==> src/rtl/sd_cic_decimator.sv <==
// Three-level bitstream to multi-bit word: 3rd-order CIC decimator, ratio 2^LOG2_DECIM.
// Optional round-half-up output stage with positive clamp when SD_DEC_ROUND_EN is defined.
module sd_cic_decimator #(
  parameter int unsigned LOG2_DECIM = 6,
  parameter int unsigned OUT_W      = 16
) (
  input  logic                    clk,
  input  logic                    reset,
  input  logic                    in_valid,
  input  logic [1:0]              sd_in,
  output logic signed [OUT_W-1:0] out_data,
  output logic                    out_valid
);

  localparam int unsigned FULL_W = 3 * LOG2_DECIM + 2;
  localparam int unsigned DROP_W = FULL_W - OUT_W;
  localparam logic [LOG2_DECIM-1:0] CNT_LAST = '1;

  generate
    if (LOG2_DECIM < 2 || LOG2_DECIM > 10) begin : g_bad_decim
      $error("LOG2_DECIM must be in 2..10");
    end
    if (OUT_W > FULL_W || OUT_W < 2) begin : g_bad_out_w
      $error("OUT_W must be in 2..FULL_W");
    end
  endgenerate

  logic signed [FULL_W-1:0] integ1, integ2, integ3;
  logic signed [FULL_W-1:0] d1, d2, d3;
  logic [LOG2_DECIM-1:0]    cnt;
  logic                     dec_pend;

  logic signed [FULL_W-1:0] s_c;
  logic signed [FULL_W-1:0] c1_c, c2_c, c3_c;
  logic signed [OUT_W-1:0]  out_word_c;

  // Three-level sample: 00 -> -1, 01/10 -> 0, 11 -> +1
  always_comb begin
    s_c = '0;
    case (sd_in)
      2'b00:   s_c = '1;
      2'b11:   s_c = FULL_W'(1);
      default: s_c = '0;
    endcase
  end

  always_comb begin
    c1_c = integ3 - d1;
    c2_c = c1_c - d2;
    c3_c = c2_c - d3;
  end

  // Reduce the full-width comb result to OUT_W bits
  generate
    if (DROP_W == 0) begin : g_no_drop
      always_comb out_word_c = c3_c;
    end else begin : g_drop
`ifdef SD_DEC_ROUND_EN
      localparam logic [FULL_W:0] RND = (FULL_W + 1)'(1) << (DROP_W - 1);
      logic [FULL_W:0] rnd_sum_c;
      logic            unused_rnd_lsb_c;
      always_comb begin
        rnd_sum_c = {c3_c[FULL_W-1], c3_c} + RND;
        // Adding a positive constant can only overflow upward; clamp to max positive
        if (rnd_sum_c[FULL_W] != rnd_sum_c[FULL_W-1]) begin
          out_word_c = {1'b0, {(OUT_W - 1){1'b1}}};
        end else begin
          out_word_c = rnd_sum_c[FULL_W-1 -: OUT_W];
        end
      end
      assign unused_rnd_lsb_c = ^rnd_sum_c[DROP_W-1:0];
`else
      logic unused_lsb_c;
      always_comb out_word_c = c3_c[FULL_W-1 -: OUT_W];
      assign unused_lsb_c = ^c3_c[DROP_W-1:0];
`endif
    end
  endgenerate

  always_ff @(posedge clk) begin
    if (!reset) begin
      integ1    <= '0;
      integ2    <= '0;
      integ3    <= '0;
      d1        <= '0;
      d2        <= '0;
      d3        <= '0;
      cnt       <= '0;
      dec_pend  <= 1'b0;
      out_data  <= '0;
      out_valid <= 1'b0;
    end else begin
      if (in_valid) begin
        integ1 <= integ1 + s_c;
        integ2 <= integ2 + integ1;
        integ3 <= integ3 + integ2;
        cnt    <= cnt + LOG2_DECIM'(1);
      end
      dec_pend <= in_valid && (cnt == CNT_LAST);
      // Comb runs one edge after the window closes, on integ3 as captured then
      if (dec_pend) begin
        d1        <= integ3;
        d2        <= c1_c;
        d3        <= c2_c;
        out_data  <= out_word_c;
        out_valid <= 1'b1;
      end else begin
        out_valid <= 1'b0;
      end
    end
  end

endmodule

==> config.mk <==
export PLATFORM = sky130hd
export DESIGN_NAME = sd_cic_decimator
export DESIGN_NICKNAME = d
export VERILOG_FILES = /design/src/rtl/sd_cic_decimator.sv
export SDC_FILE = /design/constraint.sdc
export NUM_CORES = 1
export LEC_CHECK = 0
export ABC_AREA = 0
export BUFFER_PORTS_ARGS = -buffer_cell sky130_fd_sc_hd__buf_2
export CAP_MARGIN = 40
export CORE_MARGIN = 4
export CORE_UTILIZATION = 40
export CTS_CLUSTER_DIAMETER = 120
export DETAILED_ROUTE_END_ITERATION = 12
export PLACE_DENSITY = 0.55
export SYNTH_ARGS = -nofsm -noshare
export SYNTH_HDL_FRONTEND = slang
export SYNTH_SLANG_ARGS = --single-unit
==> constraint.sdc <==
create_clock -name clk -period 5.2 [get_ports clk]
set_input_delay 0.52 -clock clk [delete_from_list [all_inputs] [get_ports clk]]
set_output_delay 0.52 -clock clk [all_outputs]
set_load 0.02 [all_outputs]
== Word level (Yosys, flattened, before mapping) ==
Index checks and enable logic that the tools add are counted.

* Flip-flop bits (word level): 144
* Bits of input ports: 5

* Add/subtract/negate cells: 7
* Reduce and logical (&&, ||, !) cells: 2
* Eq/ne operators: 2
* Mux-type cells: 2

{| class="wikitable"
|+ Operators with widths
! kind !! number
|-
| 20-bit adder || 3
|-
| 20-bit subtractor || 3
|-
| 20-bit case mux with 2 select lines || 1
|-
| 6-bit by 1-bit adder with 6-bit output (second input constant) || 1
|-
| 6-bit equality test (second input constant) || 1
|-
| 2-bit equality test (second input constant) || 1
|-
| 2-bit zero test || 1
|-
| 1-bit logical AND || 1
|-
| 1-bit 2-to-1 mux || 1
|}

== Depth between registers and ports, before layout ==
* Word-level depth: 3
* Mapped depth: 29
* Gate-level depth less buffers: 29

== Least setup slack after synthesis ==
Ideal clock, no wire load.

* Path type: flip-flop to flip-flop
* Start: register integ3[0]
* End: register out_data[15]
* Arrival: 4.990 ns
* Slack: 0.136 ns
* Period minus slack after synthesis: 5.064 ns
* Buffers on the path: 0
* Data required time: 5.126 ns
* Cell stages (with the launch flop): 28
* Cells stage by stage: dfxtp_1 > inv_1 > ha_1 > inv_1 > fa_1 > a21o_1 > a21oi_1 > o21bai_1 > a21oi_1 > o21bai_1 > a21oi_1 > xnor2_1 > ha_1 > a21oi_1 > a21boi_1 > o21a_1 > o21a_1 > o21ai_0 > nor2b_1 > xnor2_1 > ha_1 > nand4_1 > nor2b_4 > o41a_1 > a211oi_2 > xnor2_1 > nand3_1 > a31oi_1

* Longest elaborated chain between the ends: 3

{| class="wikitable"
|+ Ends and longest elaborated chain
! element !! line !! RTL
|-
| from (decl) || 28 || <nowiki>logic signed [FULL_W-1:0] integ1, integ2, integ3;</nowiki>
|-
| from (signal assigned) || 96 || <nowiki>integ3 <= integ3 + integ2;</nowiki>
|-
| 20-bit subtractor || 48 || <nowiki>c1_c = integ3 - d1;</nowiki>
|-
| via c1_c[8] || 34 || <nowiki>logic signed [FULL_W-1:0] c1_c, c2_c, c3_c;</nowiki>
|-
| 20-bit subtractor || 49 || <nowiki>c2_c = c1_c - d2;</nowiki>
|-
| via c2_c[13] || 34 ||
|-
| 20-bit subtractor || 50 || <nowiki>c3_c = c2_c - d3;</nowiki>
|-
| to (signal assigned) || 105 || <nowiki>out_data <= out_word_c;</nowiki>
|-
| to (decl) || 11 || <nowiki>output logic signed [OUT_W-1:0] out_data,</nowiki>
|}

The timed path passes the listed nets, and every way through them passes these cells.
A chain may end at the register's enable or synchronous reset.

== Worst setup path after layout ==
Ends and elaborated chain as after synthesis.

==> summary.txt <==
Placement
  • Buffers added on ports: 21
  • GPL Wtd Cong: roughly 0.80
  • Dpl hpwl: 14.3 mm
  • Dpl ws: -0.114 ns
  • Dpl cells: 1,560

Floorplanning
  • Initial core utilization: around 41%
  • Row count: 58
  • Die Outline Area: 0.0282 mm^2
  • Core ar.: between 0.02 and 0.03 mm^2
  • Die Y-Extent: 168 um
  • I/O pins: 22
  • Die Wd: 168 um

Yosys
  • Most frequent cell after synthesis: nor2_1
  • Post-Syn Area per Cell: 8.40 um^2
  • Number of flops mapped to enable cells by yosys: 0
  • Area contributors post-synth: dfxtp_1, ha_1, mux2i_1, nor2_1, xnor2_1
  • Cells after Synth: 1,218
  • Number of synthesized register bits: approximately 140
  • Predominant post-synthesis flop cell: dfxtp_1
  • Yosys cell types: 64
  • Synthesized Nets: about 1,300
  • Synth area leader: dfxtp_1
  • Ys Warns: 0
  • Sequential-to-total area share from yosys stat: approximately 28%
  • Top cells by instance count after synthesis: nor2_1, dfxtp_1, ha_1
  • Async SR Flop Fraction: 0%
  • Syn Std Cell Area: approximately 0.010 mm^2
  • Synth top area share: 28.2%

Routing
  • DRT antenna net count: 0
  • Starting DRT DRC Count: 289
  • Vias per cell: 5.07
  • Via Count: 8,098
  • DRC viols: 0
  • Drt first pass iters: 5
  • WL/cell: 12.4 um
  • DRT Wirelength: 19.9 mm

Layout
  • Diodes inserted: 0
  • Layout cells sized above 1: between 10% and 20%
  • Final Util: 46.4%
  • Non-Filler Instances: 1,598
  • Area Growth Syn to Fin: 14.1%
  • Fillers: approximately 2,500
  • Final nets: roughly 1,400

Global routing
  • Global-route wire length before repair: 34.3 mm
  • Global route total overflow: 0
  • Initial antenna violation count: 0
  • Pin count of the biggest net entering global routing: 64
  • Global router's overall resource usage: 14.1%
  • Vias in the first global route: 7,611

Timing
  • Final Setup Violations: 0
  • Final setup margin: 0.121 ns
  • Fin. Hold Viols: 0
  • Slew margin rel.: 44.5%
  • Final Skew: ~0.011 ns
  • Min Tclk post-route: 5.08 ns
  • Final Max Slew Viols: 0
  • Maximum clock frequency: 197 MHz
  • Hold slack final: ~0.45 ns
  • RSZ-0062 raised after global routing: true
  • Period utilisation layout: 97.7%
  • Tightest Pin Transition: about 0.83 ns

Clocking
  • Clk root buf: clkbuf_16
  • Reg clk slew, reported paths: 0.06 ns
  • Clock Tree Buf Depth: 2
  • CTS Hold Bufs: 0
  • H-tree depth: 4
  • Total CTS buffers: 17
  • CTS tree: done
  • Worst-Skew Late Latency: between 0.4 and 0.5 ns
  • Clock sinks: around 140

Setup path
  • WS Path Type: flip-flop to flip-flop
  • Buf/Inv on CP: 3
  • Slowest-stage cell, CP: o41a_1
  • Nature of the critical path endpoint: flip-flop
  • Crit-path max cell delay: 0.36 ns
  • Req. time, crit path: 5.56 ns
  • CP top delay family: compound AO/OA/AOI/OAI gates
  • CP Max Fanout: 4
  • Critical Path AT: 5.43 ns
  • CP Launch Type: flip-flop
  • Top cell by count, worst path: a21oi_2

Power and ir drop
  • Final Power: 4.85 mW
  • Peak VDD IR: between 0.0003 and 0.0004 V
  • Power Density: between 400 and 500 mW/mm^2
  • Static Leakage: roughly 4.9 nW

Hold path
  • Min-Delay Path Class: flip-flop to flip-flop

Flow run
  • Max cap viols: 0

Outcome
  • Status: complete, no violations
==> routing by layer <==
layer | global-route usage (%) | up-vias | routed length (um)
met5 | 0 | - | 0
met4 | 3.42 | 0 | 225
met3 | 2.89 | 18 | 370
met2 | 24.5 | 53 | 9420
met1 | 17.8 | 3629 | 9880
li1 | - | 4398 | -
==> state kept, by name, summed over array words and instances, names as in the netlist <==
register   count
cnt            6
d1            20
d2            20
d3            20
dec_pend       1
integ1        20
integ2        20
integ3        20
out_data      16
out_valid      1
==> where the power goes <==
group	total [mW]	internal, mW	switching [mW]
registers	1.18	1.14	0.0374
logic	2.46	1.22	1.24
clock network	1.21	0.749	0.465
total	4.85	3.11	1.74
==> cell type report <==
class | instances | area, um^2 | area share, %
Tap cell | 330 | 413 | 3.53
Multi-Input combinational cell | 947 | 7060 | 60.4
Clock inverter | 12 | 143 | 1.22
Inverter | 86 | 325 | 2.78
Timing Repair Buffer | 59 | 417 | 3.57
Sequential cell | 144 | 2890 | 24.7
Clock buffer | 20 | 437 | 3.74
==> per-stage QoR <==
stage	TNS, ns	instance area, um^2
CTS	0	11500
finish	0	11700
global placement	-0.0488	10800
global route	-0.401	11700
floorplan	0	10200
detailed placement	-0.170	10900
==> final timing paths <==
path,end,slack [ns],cells after the start,from
setup / recovery,out_data[15]$_SDFFE_PN0P_,0.12,30,integ3[0]$_SDFFE_PN0P_
hold / removal,dec_pend$_SDFF_PN0_,0.45,2,cnt[5]$_SDFFE_PN0P_
setup reg to reg,out_data[15]$_SDFFE_PN0P_,0.12,30,integ3[0]$_SDFFE_PN0P_
hold reg to reg,dec_pend$_SDFF_PN0_,0.45,2,cnt[5]$_SDFFE_PN0P_
==> timing repair <==
action                     CTS  global route
cloned                       0             0
gates resized for setup      9            35
pin swaps                    9            35
setup buffers                2             4
setup endpoints to repair    4             5
==> cells in the final DEF (no fill, tap or decap), drive strengths merged, types with 9 or more instances in the layout <==
cell and instances:
mux2i 96, o211ai 11, and3 16, o21bai 12
xnor2 62, nand2 49, nor3 17, a31oi 20
dfxtp 144, a21o 34, o21ai 43, o21a 21
clkinv 9, clkbuf 20, nand3b 24, nor2 158
a21oi 82, nand3 24, ha 115, a211oi 17
xor2 21, inv 86, buf 59, nand4 16
nand2b 18, nor2b 21
==> cell families (layout without fill, tap and decap cells) <==
kind of cell | after synthesis | after routing | synth area share (%)
buffers and inverters | 127 | 177 | 4.66
XOR/XNOR | 83 | 83 | 7.10
AO/OA/AOI/OAI | 279 | 279 | 18.0
multiplexers | 96 | 96 | 9.39
AND/OR/NAND/NOR | 369 | 369 | 17.7
flip-flops | 144 | 144 | 28.2
adder cells (fa/ha/maj) | 120 | 120 | 15.0
==> worst min-delay path: cells and delay by family (launching register included) <==
family | cells | cell delay, ns
flip-flops | 1 | 0.32
AND/OR/NAND/NOR | 2 | 0.09
(Power assumes the default switching activity.)
